## src/rtl/vend_pkg.sv

```systemverilog
// vend_pkg: shared state encoding, prices and default timing for the vending controller
package vend_pkg;
  typedef enum logic [2:0] {
    IDLE, SEL_CANDY, SEL_SODA, DISP_CANDY, CHANGE_CANDY, DISP_SODA, REFUND
  } state_t;
  localparam logic [1:0] CANDY_Q = 2'd1;
  localparam logic [1:0] SODA_Q = 2'd2;
  localparam int DEF_DEBOUNCE = 1_000_000;
  localparam int DEF_HOLD = 200_000_000;
endpackage

```

## src/rtl/vend_if.sv

```systemverilog
// vend_if: vending controller pin bundle
// Inputs:  raw buttons btn_candy/btn_soda/btn_cancel and coin sensors coin_quarter/coin_half
// Outputs: price/change levels, dispense pulses, refund pulse with refund_amt in quarters
interface vend_if;
  logic btn_candy;
  logic btn_soda;
  logic btn_cancel;
  logic coin_quarter;
  logic coin_half;
  logic candy_price;
  logic soda_price;
  logic candy_change_left;
  logic dispense_candy;
  logic dispense_soda;
  logic refund_pulse;
  logic [1:0] refund_amt;
  modport master (
    output btn_candy, btn_soda, btn_cancel, coin_quarter, coin_half,
    input  candy_price, soda_price, candy_change_left, dispense_candy, dispense_soda,
           refund_pulse, refund_amt
  );
  modport slave (
    input  btn_candy, btn_soda, btn_cancel, coin_quarter, coin_half,
    output candy_price, soda_price, candy_change_left, dispense_candy, dispense_soda,
           refund_pulse, refund_amt
  );
endinterface

```

## src/rtl/vend_debounce.sv

```systemverilog
// vend_debounce: 2-flop synchronizer, stability counter and rising-edge event for one raw input
// Ports: CLK, RST (async, active-high), raw_i (asynchronous level), ev_o (one-cycle press event)
module vend_debounce
  import vend_pkg::*;
#(
  parameter int DEBOUNCE_CYCLES = DEF_DEBOUNCE
) (
  input  logic CLK,
  input  logic RST,
  input  logic raw_i,
  output logic ev_o
);
  localparam int CW = $clog2(DEBOUNCE_CYCLES + 1);
  logic s1_q, s2_q, stb_q, ev_q;
  logic [CW-1:0] cnt_q;
  logic done;
  assign done = cnt_q == CW'(DEBOUNCE_CYCLES - 1);
  assign ev_o = ev_q;
  // stb_q resets high so a button held through reset must be released before it can fire
  always_ff @(posedge CLK or posedge RST)
    if (RST) begin
      s1_q <= 1'b0;
      s2_q <= 1'b0;
      stb_q <= 1'b1;
      cnt_q <= '0;
      ev_q <= 1'b0;
    end else begin
      s1_q <= raw_i;
      s2_q <= s1_q;
      ev_q <= done && s2_q && !stb_q;
      if (s2_q == stb_q) cnt_q <= '0;
      else if (done) begin
        cnt_q <= '0;
        stb_q <= s2_q;
      end else cnt_q <= cnt_q + CW'(1);
    end
endmodule

```

## src/rtl/vend_ctrl.sv

```systemverilog
// vend_ctrl: candy/soda vending controller with debounced inputs, quarter credit and timed results
// Ports: CLK, RST (async, active-high), bus (vend_if.slave: raw inputs in, price/dispense/refund out)
module vend_ctrl
  import vend_pkg::*;
#(
  parameter int DEBOUNCE_CYCLES = DEF_DEBOUNCE,
  parameter int HOLD_CYCLES = DEF_HOLD
) (
  input logic CLK,
  input logic RST,
  vend_if.slave bus
);
  localparam int HW = $clog2(HOLD_CYCLES + 1);
  logic [4:0] raw, ev;
  logic [1:0] coin_amt, val, sum;
  state_t state_q;
  logic [1:0] credit_q, refund_amt_q;
  logic [HW-1:0] hold_q;
  logic candy_price_q, soda_price_q, change_q, disp_candy_q, disp_soda_q, refund_q;
  assign raw = {bus.coin_half, bus.coin_quarter, bus.btn_cancel, bus.btn_soda, bus.btn_candy};
  for (genvar g = 0; g < 5; g++) begin : g_db
    vend_debounce #(.DEBOUNCE_CYCLES(DEBOUNCE_CYCLES)) u_db (
      .CLK(CLK), .RST(RST), .raw_i(raw[g]), .ev_o(ev[g])
    );
  end
  // coin refunds return every coin seen; for payment the half outranks the quarter
  assign coin_amt = {ev[4], ev[3]};
  assign val = ev[4] ? 2'd2 : 2'd1;
  assign sum = credit_q + val;
  always_ff @(posedge CLK or posedge RST)
    if (RST) begin
      state_q <= IDLE;
      credit_q <= '0;
      hold_q <= '0;
      candy_price_q <= 1'b0;
      soda_price_q <= 1'b0;
      change_q <= 1'b0;
      disp_candy_q <= 1'b0;
      disp_soda_q <= 1'b0;
      refund_q <= 1'b0;
      refund_amt_q <= '0;
    end else begin
      candy_price_q <= state_q == SEL_CANDY;
      soda_price_q <= state_q == SEL_SODA;
      change_q <= state_q == CHANGE_CANDY;
      disp_candy_q <= 1'b0;
      disp_soda_q <= 1'b0;
      refund_q <= 1'b0;
      refund_amt_q <= '0;
      hold_q <= hold_q + HW'(1);
      case (state_q)
        IDLE: begin
          if (ev[0]) state_q <= SEL_CANDY;
          else if (ev[1]) state_q <= SEL_SODA;
          if (|coin_amt) begin
            refund_q <= 1'b1;
            refund_amt_q <= coin_amt;
          end
        end
        SEL_CANDY: begin
          if (ev[2]) state_q <= IDLE;
          else if (|coin_amt) begin
            state_q <= val > CANDY_Q ? CHANGE_CANDY : DISP_CANDY;
            disp_candy_q <= 1'b1;
            hold_q <= '0;
          end
        end
        SEL_SODA: begin
          if (ev[2]) begin
            state_q <= credit_q != '0 ? REFUND : IDLE;
            refund_q <= credit_q != '0;
            refund_amt_q <= credit_q;
            credit_q <= '0;
            hold_q <= '0;
          end else if (|coin_amt) begin
            if (sum < SODA_Q) credit_q <= sum;
            else if (sum == SODA_Q) begin
              state_q <= DISP_SODA;
              disp_soda_q <= 1'b1;
              credit_q <= '0;
              hold_q <= '0;
            end else begin
              refund_q <= 1'b1;
              refund_amt_q <= val;
            end
          end
        end
        default: begin
          if (|coin_amt) begin
            refund_q <= 1'b1;
            refund_amt_q <= coin_amt;
          end
          if (hold_q == HW'(HOLD_CYCLES - 1)) begin
            state_q <= IDLE;
            credit_q <= '0;
          end
        end
      endcase
    end
  assign bus.candy_price = candy_price_q;
  assign bus.soda_price = soda_price_q;
  assign bus.candy_change_left = change_q;
  assign bus.dispense_candy = disp_candy_q;
  assign bus.dispense_soda = disp_soda_q;
  assign bus.refund_pulse = refund_q;
  assign bus.refund_amt = refund_amt_q;
endmodule

```

## src/flat_wrapper.sv

```systemverilog
// flat-port wrapper written by rule: the top's interface ports become plain ports
module vend_ctrl_flat import vend_pkg::*;
#(
  parameter int DEBOUNCE_CYCLES = DEF_DEBOUNCE,
  parameter int HOLD_CYCLES = DEF_HOLD
)
  (CLK, RST, bus_btn_candy, bus_btn_soda, bus_btn_cancel, bus_coin_quarter, bus_coin_half, bus_candy_price, bus_soda_price, bus_candy_change_left, bus_dispense_candy, bus_dispense_soda, bus_refund_pulse, bus_refund_amt);
  vend_if bus_i ();
  input logic CLK;
  input logic RST;
  input wire logic [$bits(bus_i.btn_candy)-1:0] bus_btn_candy;
  input wire logic [$bits(bus_i.btn_soda)-1:0] bus_btn_soda;
  input wire logic [$bits(bus_i.btn_cancel)-1:0] bus_btn_cancel;
  input wire logic [$bits(bus_i.coin_quarter)-1:0] bus_coin_quarter;
  input wire logic [$bits(bus_i.coin_half)-1:0] bus_coin_half;
  output wire logic [$bits(bus_i.candy_price)-1:0] bus_candy_price;
  output wire logic [$bits(bus_i.soda_price)-1:0] bus_soda_price;
  output wire logic [$bits(bus_i.candy_change_left)-1:0] bus_candy_change_left;
  output wire logic [$bits(bus_i.dispense_candy)-1:0] bus_dispense_candy;
  output wire logic [$bits(bus_i.dispense_soda)-1:0] bus_dispense_soda;
  output wire logic [$bits(bus_i.refund_pulse)-1:0] bus_refund_pulse;
  output wire logic [$bits(bus_i.refund_amt)-1:0] bus_refund_amt;
  assign bus_i.btn_candy = bus_btn_candy;
  assign bus_i.btn_soda = bus_btn_soda;
  assign bus_i.btn_cancel = bus_btn_cancel;
  assign bus_i.coin_quarter = bus_coin_quarter;
  assign bus_i.coin_half = bus_coin_half;
  assign bus_candy_price = bus_i.candy_price;
  assign bus_soda_price = bus_i.soda_price;
  assign bus_candy_change_left = bus_i.candy_change_left;
  assign bus_dispense_candy = bus_i.dispense_candy;
  assign bus_dispense_soda = bus_i.dispense_soda;
  assign bus_refund_pulse = bus_i.refund_pulse;
  assign bus_refund_amt = bus_i.refund_amt;
  vend_ctrl #(.DEBOUNCE_CYCLES(DEBOUNCE_CYCLES), .HOLD_CYCLES(HOLD_CYCLES)) u_core (.CLK(CLK), .RST(RST), .bus(bus_i));
endmodule
```

## config.mk

```make
export PLATFORM = sky130hd
export DESIGN_NAME = vend_ctrl_flat
export DESIGN_NICKNAME = d
export VERILOG_FILES = /design/src/rtl/vend_pkg.sv /design/src/rtl/vend_if.sv /design/src/rtl/vend_debounce.sv /design/src/rtl/vend_ctrl.sv /design/src/flat_wrapper.sv
export SDC_FILE = /design/constraint.sdc
export NUM_CORES = 1
export LEC_CHECK = 0
export ABC_AREA = 0
export CAP_MARGIN = 10
export CORE_MARGIN = 5
export CORE_UTILIZATION = 35
export DETAILED_ROUTE_END_ITERATION = 6
export GPL_ROUTABILITY_DRIVEN = 0
export HOLD_SLACK_MARGIN = 0.1
export PLACE_DENSITY = 0.62
export SLEW_MARGIN = 25
export SYNTH_ARGS = -nofsm -noshare
export SYNTH_HDL_FRONTEND = slang
export SYNTH_SLANG_ARGS = --single-unit
```

## constraint.sdc

```tcl
create_clock -name CLK -period 10.1 [get_ports CLK]
set_input_delay 2.02 -clock CLK [delete_from_list [all_inputs] [get_ports CLK]]
set_output_delay 2.02 -clock CLK [all_outputs]
set_load 0.02 [all_outputs]
```

### Word-level counts from Yosys, hierarchy flattened

Cells that the tools add are included.
W data, S select, Z words.

* memories kept: 0
* bits of input ports: 7
* memory bits (read-only): 0
* logic and storage cells: 154
* bits in latches: 0
* RAM bits: 0
* output and inout port bits: 8
* bits in registers: 161

* shifts and indexed selects: 0
* divide/modulo/power cells: 0
* $add $sub $neg: 7
* order comparisons: 2
* reduce and logical (&&, ||, !) cells: 28
* $mul: 0
* muxes and demuxes: 55
* equal/unequal tests: 21
* bitwise gates (word level): 6

Operators with widths (number)
* $mux W20: 10
* $mux W28: 6
* $add A20 B1 Y20 const B: 5
* $eq A20 B20 Y1 const B: 5
* $pmux W28 S2: 1
* $mux W3: 11
* $add A28 B1 Y28 const B: 1
* $eq A28 B28 Y1 const B: 1
* $mux W2: 11
* $ne A3 B3 Y1 const B: 5
* $mux W1: 12
* $logic_and A1 B1 Y1: 10
* $reduce_and A2 Y1: 5
* $pmux W3 S3: 1
* $pmux W2 S2: 2
* $not A1 Y1: 6
* $reduce_and A6 Y1: 1
* $eq A1 B1 Y1: 5
* $logic_not A1 Y1: 5
* $ne A4 B4 Y1 const B: 1
* $reduce_and A4 Y1: 1
* $reduce_bool A2 Y1: 2
* $reduce_bool A4 Y1: 1
* $reduce_or A2 Y1: 2
* 9 further kinds: 9

### Logic depth before layout (Yosys ltp)

* depth in word-level cells: 8
* gate-level depth with buffers: 9
* mapped depth without buffers: 7

### Hierarchy

From an unflattened synthesis, not the netlist that was laid out.

* cells, all modules: 756
* area, all modules: 8001.4 µm²

Modules (own cells, without submodules)
* vend_debounce at u_core.g_db[0].u_db ...: seq. area each 601.8 µm², cells an instance 108, area each 1189.9 µm², instances 4
* vend_ctrl: seq. area each 1001.0 µm², cells an instance 216, area each 2069.5 µm², instances 1
* vend_debounce at u_core.g_db[4].u_db: seq. area each 601.8 µm², cells an instance 108, area each 1172.4 µm², instances 1

### Least setup slack after synthesis

Ideal clock, no wire load.

* path type: reg2out
* start point: register u_core.change_q, in the netlist u_core.bus.candy_change_left
* end point: output bus_candy_change_left
* data arrival time: 416 ps
* required time: 8080 ps
* buffers on the path: 0
* path slack: 7664 ps
* stages on the path, launching flop included: 1
* cell sequence: dfrtp_1

RTL lines
* from (decl): line vend_ctrl.sv:19 `logic candy_price_q, soda_price_q, change_q, disp_candy_q, disp_soda_q, refund_q;`
* from (signal assigned): line vend_ctrl.sv:37 `change_q <= 1'b0;`
* from (signal assigned): line vend_ctrl.sv:45 `change_q <= state_q == CHANGE_CANDY;`
* to (decl): line flat_wrapper.sv:18 `output wire logic [$bits(bus_i.candy_change_left)-1:0] bus_candy_change_left;`

No word-level cell between the ends.

### Worst setup path in the final report

* start point: register u_core.change_q, in the netlist u_core.bus.candy_change_left
* end point: output bus_candy_change_left

No word-level cell between the ends.

==> out/qor.yml <==
floorplan:
  die_h_um: 156
  start_util: 0.355
  row_count: 53
  fp.dieW_um: 156
  coreArea_sq_mm: 0.0210
  io_pins: 15
  fp.dieArea_sq_mm: 0.0244
placed_design:
  placedInstanceArea_sq_mm: 0.00788
  dp.cells: 1014
  dp_slack_ps: 5930
  numPortBuffers: 14
  dpl.hpwl_um: 8390
sta:
  fin_hold_ws_ps: 363
  fin_skew_ps: 10.1
  setup_viol: 0
  fin_crit_ps: 3370
  setup_ws_ps: 6730
  fin_crit_sh: 0.333
  fin_setup_tns_ps: 0
  tightest_slew_ps: 737
  hold_viol_final: 0
  rsz0062_at_grt: "no"
  slew_violations: 0
  relSlewSlack: 0.508
  fmax_mhz: 297
grt:
  busiest_layer: "met2"
  grtUsageMet2: 0.179
  grt_usage: 0.115
  grt_remaining_overflow: 0
  grt_use_met3: 0.0330
  grt_pass1_vias: 5064
  grtUsageMet1: 0.155
  grt_pass1_wl_um: 23200
  grt_max_degree: 82
  antenna_found_initial: 0
critical_path:
  r2r_cells: 4
  r2r_end: "u_core.hold_q[14]$_DFF_PP0_"
  crit_cells: 1
  path_buf_inv: 1
  endpoint_kind: "output port"
  worstSetupStartpoint: "u_core.bus.candy_change_left$_DFF_PP0_"
  critical-path-top-delay-family: "buffers and inverters"
  slowest_stage: "clkdlybuf4s50_1"
  arrival_ps: 1350
  worst_setup_path_start_kind: "flip-flop"
  path_cells: "clkdlybuf4s50_1"
  slowest_delay_ps: 600
  r2r_slack_ps: 7960
  r2r_start: "u_core.state_q[1]$_DFFE_PP0P_"
  crit_type: "reg -> out"
  cp_max_fo: 1
  endpoint: "bus_candy_change_left"
  required_ps: 8080
synthesis:
  synthTopCellsByCount: "nor2_1, dfrtp_1, xor2_1, nand3_1, nand2_1"
  ys_warn_count: 0
  ys_ff_latch: 160
  yosysUniqueCellTypes: 47
  synthTopCellsByArea: "dfrtp_1, xor2_1, nor2_1, xnor2_1, nand3_1"
  syn_area_per_cell_sq_um: 10.1
  syn_nets: 754
  synth-main-ff-cell: "dfrtp_1"
  synth_seq_area_share: 0.537
  synth_most_common_cell: "nor2_1"
  synth_top_area_cell: "dfrtp_1"
  synth_top_area_frac: 0.519
  synthesis.area_sq_mm: 0.00747
  syn_inst: 739
  synth-edff-count: 0
  async_flop_share: 1.00
detailed_routing:
  firstDrtPassIters: 4
  via_per_inst: 4.84
  wirelength_um: 13000
  drc: 0
  drt-wirelength-per-cell_um: 12.5
  num_vias: 5063
  drtAntennaViolNets: 0
  drtIter0Drc: 270
cells_and_area:
  antennaDiodeCount: 0
  synthToLayoutAreaGrowth_pct: 13.5
  fin_cells: 1046
  drive_gt1_frac: 0.0726
  nNetsFinal: 773
  stdcell_area_sq_mm: 0.00848
clock_network:
  cts_max_level: 4
  cts_buffers: 17
  clockRootBuffer: "clkbuf_16"
  clock_latency_ps: 430
  path_clk_slew_ps: 60
  cts_tree: "done"
  clockBufferDepth: 2
  clock-sinks: 160
  cts_resized: 0
  hold_buffers: 0
  postCtsSetupBuffers: 0
power_and_ir_drop:
  powerDensity_mw_per_mm2: 157
  p_leak_uw: 0.00365
  ir_worst_vdd_mv: 0.110
worst_hold_path:
  hp-class: "reg -> reg"
  hold_start: "u_core.g_db[4].u_db.s1_q$_DFF_PP0_"
job:
  cap_violations: 0
status:
  outcome: "completed"
## sequential cells by signal (all words and copies together), names as in the netlist
name and flops:
u_core.g_db.u_db.s2_q 5, u_core.hold_q 28, u_core.bus.dispense_soda 1, u_core.bus.candy_price 1, u_core.bus.dispense_candy 1, u_core.bus.candy_change_left 1, u_core.credit_q 1, u_core.g_db.u_db.stb_q 5
u_core.bus.refund_pulse 1, u_core.g_db.u_db.cnt_q 100, u_core.g_db.u_db.s1_q 5, u_core.bus.refund_amt 2, u_core.state_q 3, u_core.g_db.u_db.ev_o 5, u_core.bus.soda_price 1
## worst min-delay path by stage
stage / to / depth (start not counted)
3_5_place_dp: u_core.g_db[0].u_db.s2_q$_DFF_PP0_ / 0
3_3_place_gp: u_core.g_db[1].u_db.s2_q$_DFF_PP0_ / 0
5_1_grt: u_core.g_db[0].u_db.s2_q$_DFF_PP0_ / 0
6_report: u_core.g_db[4].u_db.s2_q$_DFF_PP0_ / 0
2_1_floorplan: u_core.g_db[0].u_db.s2_q$_DFF_PP0_ / 0
4_1_cts: u_core.g_db[0].u_db.s2_q$_DFF_PP0_ / 0
## kinds of logic (layout without fill, tap and decap cells)
logic type / Yosys count / count (layout) / synth area share
buf+inv: 26 / 58 / 0.0172
fa+ha+maj: 8 / 8 / 0.0134
xor+xnor: 120 / 120 / 0.141
simple gates: 395 / 395 / 0.264
mux: 5 / 5 / 0.00754
flops: 160 / 160 / 0.537
compound gates: 25 / 25 / 0.0206
## per-stage QoR
stage	power, uW	util
after detailed placement	699	0.375
after floorplan	689	-
final	1330	0.403
after CTS	1340	0.403
after global routing	1380	0.403
after global placement	698	0.375
## layer usage
layer,part of all wire,wire [um]
met1,0.51,6600
met3,0.028,367
met5,0,0
met4,0.011,148
met2,0.45,5920
## layout by cell type, fill, tap and decap left out, types with 2 or more instances in the layout
cell type,synthesis,routed
nor4_2,3,3
nand4_1,30,30
clkinvlp_4,0,5
nand3_1,59,59
nor4bb_1,2,2
nor3b_1,4,4
xnor2_1,44,44
o31ai_1,2,2
nor4b_1,7,7
a21oi_1,4,4
nor4_1,7,7
and2_1,3,3
bufinv_16,0,2
nor2b_1,3,3
or2_2,2,2
o211ai_1,2,2
nand2_1,50,50
ha_1,8,8
inv_6,0,6
o21ai_0,8,8
nor2_1,158,158
nor3_1,19,19
clkbuf_16,0,17
a31oi_1,2,2
nand2_4,2,2
xor2_1,76,76
nand3b_1,3,3
dfstp_2,5,5
or3_4,3,3
nand4b_1,2,2
inv_1,11,10
nand2b_1,7,6
clkdlybuf4s50_1,0,14
o22ai_1,2,2
and3_1,23,23
mux2_2,4,4
dfrtp_1,155,155
and4_1,4,4
## area by class of cell
type                    count  area, sq um
flip-flops and latches    160         4010
multi-input cells         553         3330
clock buffers              19          443
clock inverters            13          150
repair buffers             15          151
inverters                  11         46.3
well taps                 275          344
fillers                  2018        12500
## report_power, final
group / internal [uW] / leakage, uW / switching, uW
Clock: 375 / 0.000274 / 268
Sequential: 648 / 0.00217 / 6.51
Combinational: 8.36 / 0.00121 / 22.5
## worst register-to-register path: stages, from the launching register on
cell and delay [ps]:
dfrtp_1 520, nand2b_1 230, nor4_1 540, nand2b_2 600
nor2_1 110
Note: power is estimated with default switching activity, not from simulation.
